`config.mk`:
```
export PLATFORM = sky130hd
export DESIGN_NAME = mem_arbiter
export DESIGN_NICKNAME = d
export VERILOG_FILES = /design/src/rtl/mem_arbiter.sv
export SDC_FILE = /design/constraint.sdc
export NUM_CORES = 1
export LEC_CHECK = 0
export CORE_MARGIN = 1
export CORE_UTILIZATION = 37
export DETAILED_ROUTE_END_ITERATION = 10
export GPL_TIMING_DRIVEN = 0
export PLACE_DENSITY = 0.78
export SLEW_MARGIN = 10
export SYNTH_ARGS = -nofsm -noshare
export SYNTH_HDL_FRONTEND = slang
export SYNTH_SLANG_ARGS = --single-unit
```
`constraint.sdc`:
```
create_clock -name clk -period 4.15 [get_ports clk]
set_clock_uncertainty 0.1 [all_clocks]
set_input_delay 0.6225 -clock clk [delete_from_list [all_inputs] [get_ports clk]]
set_output_delay 0.6225 -clock clk [all_outputs]
set_load 0.1 [all_outputs]
```
`src/rtl/mem_arbiter.sv`:
```
// Round-robin req/ack arbiter sharing one fixed-latency memory
// between the CPU datapath port and the debug/loader port.
module mem_arbiter #(
  parameter int MEM_LATENCY = 1
) (
  input  logic        clk,
  input  logic        reset,
  input  logic        cpu_req,
  input  logic        cpu_we,
  input  logic [31:0] cpu_addr,
  input  logic [31:0] cpu_wdata,
  output logic [31:0] cpu_rdata,
  output logic        cpu_ack,
  input  logic        dbg_req,
  input  logic        dbg_we,
  input  logic [31:0] dbg_addr,
  input  logic [31:0] dbg_wdata,
  output logic [31:0] dbg_rdata,
  output logic        dbg_ack,
  output logic        mem_en,
  output logic        mem_we,
  output logic [31:0] mem_addr,
  output logic [31:0] mem_wdata,
  input  logic [31:0] mem_rdata,
  output logic        busy,
  output logic        grant_id
);

  typedef enum logic [1:0] {
    IDLE,
    ISSUE,
    WAIT,
    DONE
  } state_t;

  state_t     state;
  logic [3:0] cnt;
  logic       last_grant;
  logic       pick_dbg;

  // Debug wins if alone, or on a tie when the CPU was granted last
  assign pick_dbg = dbg_req & (~cpu_req | ~last_grant);

  // Arbitration FSM; mem_* outputs double as the latched request
  always_ff @(posedge clk or posedge reset) begin
    if (reset) begin
      state      <= IDLE;
      cnt        <= 4'd0;
      last_grant <= 1'b1;
      grant_id   <= 1'b0;
      busy       <= 1'b0;
      mem_en     <= 1'b0;
      mem_we     <= 1'b0;
      mem_addr   <= 32'd0;
      mem_wdata  <= 32'd0;
      cpu_rdata  <= 32'd0;
      dbg_rdata  <= 32'd0;
      cpu_ack    <= 1'b0;
      dbg_ack    <= 1'b0;
    end else begin
      mem_en  <= 1'b0;
      cpu_ack <= 1'b0;
      dbg_ack <= 1'b0;
      unique case (state)
        IDLE: begin
          if (cpu_req | dbg_req) begin
            grant_id   <= pick_dbg;
            last_grant <= pick_dbg;
            mem_we     <= pick_dbg ? dbg_we : cpu_we;
            mem_addr   <= pick_dbg ? dbg_addr : cpu_addr;
            mem_wdata  <= pick_dbg ? dbg_wdata : cpu_wdata;
            mem_en     <= 1'b1;
            busy       <= 1'b1;
            state      <= ISSUE;
          end
        end
        ISSUE: begin
          cnt   <= 4'(MEM_LATENCY);
          state <= WAIT;
        end
        WAIT: begin
          if (cnt != 4'd0) begin
            cnt <= cnt - 4'd1;
          end
          if (cnt == 4'd1) begin
            if (!mem_we) begin
              if (grant_id) begin
                dbg_rdata <= mem_rdata;
              end else begin
                cpu_rdata <= mem_rdata;
              end
            end
            if (grant_id) begin
              dbg_ack <= 1'b1;
            end else begin
              cpu_ack <= 1'b1;
            end
            state <= DONE;
          end
        end
        DONE: begin
          busy  <= 1'b0;
          state <= IDLE;
        end
      endcase
    end
  end

endmodule

```
## Yosys cells after proc, flatten, opt, wreduce, memory -nomap -nowiden

Cells that the tools add are included.

- Register bits after elaboration: 141
- Input bits: 166
- Output and inout bits: 134
- Word-level logic and storage cells: 56

- Add/sub/neg operators: 1
- Equal/unequal tests: 7
- Multiplexer cells: 18
- Bitwise operators: 7
- Reductions and logical operators: 10

Operators by type and width:

| operator | number |
|---|---|
| $mux 32 | 2 |
| $mux 1 | 10 |
| $pmux 2 s4 | 1 |
| $pmux 4 s2 | 1 |
| $reduce_and 2->1 | 4 |
| $reduce_and 4->1 | 2 |
| $ne 2x2->1 const B | 3 |
| $eq 2x2->1 const B | 2 |
| $eq 4x1->1 const B | 1 |
| $mux 2 | 2 |
| $mux 4 | 1 |
| $not 1->1 | 4 |
| $reduce_bool 2->1 | 2 |
| $reduce_bool 4->1 | 1 |
| $sub 4x1->4 const B | 1 |
| $eq 2x1->1 const B | 1 |
| $logic_not 2->1 | 1 |
| $or 1x1->1 | 2 |
| $pmux 1 s2 | 1 |
| $and 1x1->1 | 1 |

## Logic depth before layout (Yosys ltp)

- Depth after elaboration: 4
- Mapped depth: 8
- Gate-level depth less buffers: 6

## Worst setup path after synthesis

OpenSTA, ideal clock, no wires.

- Path kind: register to register
- Start: register grant_id
- End: register cpu_rdata[0]
- Library setup time: 125 ps
- Data arrival time: 1826 ps
- Data required time: 3925 ps
- Setup slack: 2098 ps
- Cell stages (with the launch flop): 5
- Buffers on the path: 2
- Period minus slack after synthesis: 2052 ps
- Cells stage by stage: dfrtp_1 -> or3_1 -> buf_6 -> buf_12 -> mux2_4

- Word-level cells in the longest chain between the ends: 2

RTL lines:

| item | line | source |
|---|---|---|
| start: declaration | 26 | `output logic grant_id` |
| start signal: assignment | 67 | `grant_id <= pick_dbg;` |
| $not 1->1 (no source line) | n/a |  |
| $reduce_and 4->1 (no source line) | n/a |  |
| end signal: assignment | 90 | `cpu_rdata <= mem_rdata;` |
| end: declaration | 12 | `output logic [31:0] cpu_rdata,` |

No other way between the ends.
A chain may end at the register's enable or synchronous reset.

## Worst setup path after layout

- Start: register grant_id
- End: output grant_id

No word-level cell between the ends.

==> impl_metrics.csv <==
group,metric,value,unit
synth,synth_edf_count,0,
synth,syn_inst,551,
setup_path,crit_family,"buffers and inverters",
clocking,cts_buffers,17,
placement,hpwlAfterDp,14.48,mm
die,fp.coreArea,15940,um2
setup_path,crit_path_max_incr_delay,1.18,ns
global_route,use_met3,0.08036,
die,die_height,130.2,um
min_path,min_path_type,"primary input to async pin",
cells_and_area,nets,1046,
drt,ant_nets,0,
sta,clock.fmax,0.3623,GHz
setup_path,cp_max_fo,6,
status,status,"completed",
drt,wirelength,19.16,mm
drt,dr_total_vias,5367,
setup_path,crit_chain,"clkdlybuf4s50_1",
setup_path,worst_setup_path_end_kind,"primary output",
placement,io_buffers,299,
clocking,cts_num_sinks,141,
sta,period_share,0.6650,
global_route,antenna_found_initial,0,
global_route,grt_util_met1,0.2595,
clocking,worstSkewPairLatency,0.40,ns
setup_path,rr_endpoint,"mem_wdata[7]",
synth,synth_warnings,0,
synth,synthTopCellsByCount,"140 x dfrtp_1, 133 x a21oi_1, 68 x nor2_1, 66 x nand2_1, 35 x mux2_2",
sta,slew_viol_final,0,
sta,rsz0062_at_grt,"false",
global_route,top_usage_layer,"met2",
synth,ys_types,36,
clocking,htree_num_levels,4,
clocking,post_cts_buffers,0,
synth,syn_area_per_cell,11.04,um2
sta,setup_slack,1.390,ns
setup_path,cp_data_required_time,3.43,ns
synth,synthesis.area,6081,um2
die,dieArea,16950,um2
synth,synth_most_common_cell,"dfrtp_1",
die,fp-row-count,46,
cells_and_area,fin_util,0.6256,
synth,synthArstFlopShare,1.000,
synth,yosys.area.top_type,"dfrtp_1",
drt,drc_errors,0,
placement,gp_congestion,0.8322,
synth,synth_top_area_share,0.5761,
sta,slew-limit-headroom,0.2882,
clocking,ctsHoldBuffers,0,
cells_and_area,diodes,0,
clocking,cts_tree,"built",
setup_path,r2r_start,"last_grant",
setup_path,ff2ff_path_depth,5,
setup_path,regToRegSetupSlack,1.87,ns
sta,finalSetupTns,0,ns
cells_and_area,drive_above_1_share,0.1354,
global_route,grtUsageMet2,0.3974,
synth,synth_flop_cell,"dfrtp_1",
setup_path,critical_path_class,"flip-flop to primary output",
setup_path,crit_arrival,2.04,ns
sta,hold_violations,0,
drt,first_iter_violations,175,
sta,finalCriticalPeriod,2.760,ns
synth,ys_seq_area_frac,0.5805,
clocking,ctsLongestPathBuffers,2,
clocking,cts.repair.resized,0,
clocking,root_buffer,"clkbuf_16",
cells_and_area,syn_to_final_growth,64.03,%
cells_and_area,finalNonFillerCells,1102,
placement,dpl.cell_count,1070,
synth,yosys-top-cells-area,"dfrtp_1 58%, a21oi_1 11%, mux2_4 7.4%, mux2_2 6.5%, nor2_1 4.2%",
drt,viasPerCell,4.870,
die,io_pins,300,
global_route,overflow,0,
drt,first_pass_iters,4,
die,start_util,0.3814,
die,fp.dieW,130.2,um
global_route,grtUsageTotal,0.2284,
setup_path,cp_slowest_cell,"clkdlybuf4s50_1",
drt,wl_per_cell,17.39,um
flow_run,maxCapViolations,0,
global_route,grt_pass1_vias,5634,
setup_path,critPathBufInv,1,
global_route,grt_pass1_wl,29.28,mm
sta,setup-violations-final,0,
placement,preCtsSetupSlack,1.132,ns
synth,synth_fp_nets,724,
synth,ys_ff_latch,141,
setup_path,startpoint_type,"flip-flop",
global_route,grt_start_max_net_pins,38,
clocking,clk_pin_slew,0.06,ns
sta,tightestPinTransition,1.064,ns
## per-stage QoR
stage | cell area, um2 | hold WS (ns)
after floorplan | 6085 | 0.4092
after global placement | 9348 | 0.3858
after detailed placement | 9428 | 0.3922
after CTS | 9975 | 0.3543
after global routing | 9975 | 0.3603
final | 9975 | 0.3727
## per-layer routing
layer  wire [um]  share of wire
met2        9551           0.50
met3        1945           0.10
met1        7340           0.38
met4         324          0.017
met5           0              0
## layout by cell type, fill, tap and decap left out, types with 2 or more instances in the layout
master,count
clkinv_4,2
inv_1,5
o21ai_0,4
clkbuf_16,17
mux2_2,35
dfrtp_1,140
buf_12,7
or3_1,2
clkbuf_1,17
mux2_4,30
nor3b_1,3
nor2_1,68
clkinvlp_4,3
nand2_1,66
buf_2,12
a21oi_1,133
ha_1,7
inv_6,3
clkinv_2,5
nor2b_1,2
buf_1,5
clkdlybuf4s50_1,299
## kinds of logic after synthesis
kind of cell / synth area share
and+or+nand+nor: 0.1029
AOI/OAI and AO/OA: 0.1241
DFF: 0.5805
muxes: 0.1405
buffers and inverters: 0.03765
adders and majority gates: 0.01440
## flip-flops by register name, summed over array words and instances, names as in the netlist, 2 cells and up
name / count
mem_wdata: 32
dbg_rdata: 32
cnt: 4
mem_addr: 32
cpu_rdata: 32
state: 2
## worst max-delay path by stage
stage	cells after the start	to	startpoint	slack, ns
after floorplan	1	busy	reset	1.67
after global placement	2	mem_wdata[21]	reset	0.31
after detailed placement	6	mem_wdata[7]	cpu_req	1.13
after CTS	1	grant_id	grant_id	1.36
after global routing	1	grant_id	grant_id	1.33
final	1	grant_id	grant_id	1.39
## layout make-up
| class | instances | area, um2 |
|---|---|---|
| multi-input cells | 368 | 2322 |
| clock buffers | 19 | 432.9 |
| repair buffers | 303 | 3073 |
| plain buffers | 36 | 206.4 |
| flip-flops and latches | 141 | 3530 |
| well taps | 216 | 270.3 |
| fillers | 1303 | 5968 |
| clock inverters | 13 | 113.9 |
| inverters | 6 | 26.28 |
Power is not shown: default switching activity piles up to over one toggle a cycle in this logic, so the estimate is an artifact.
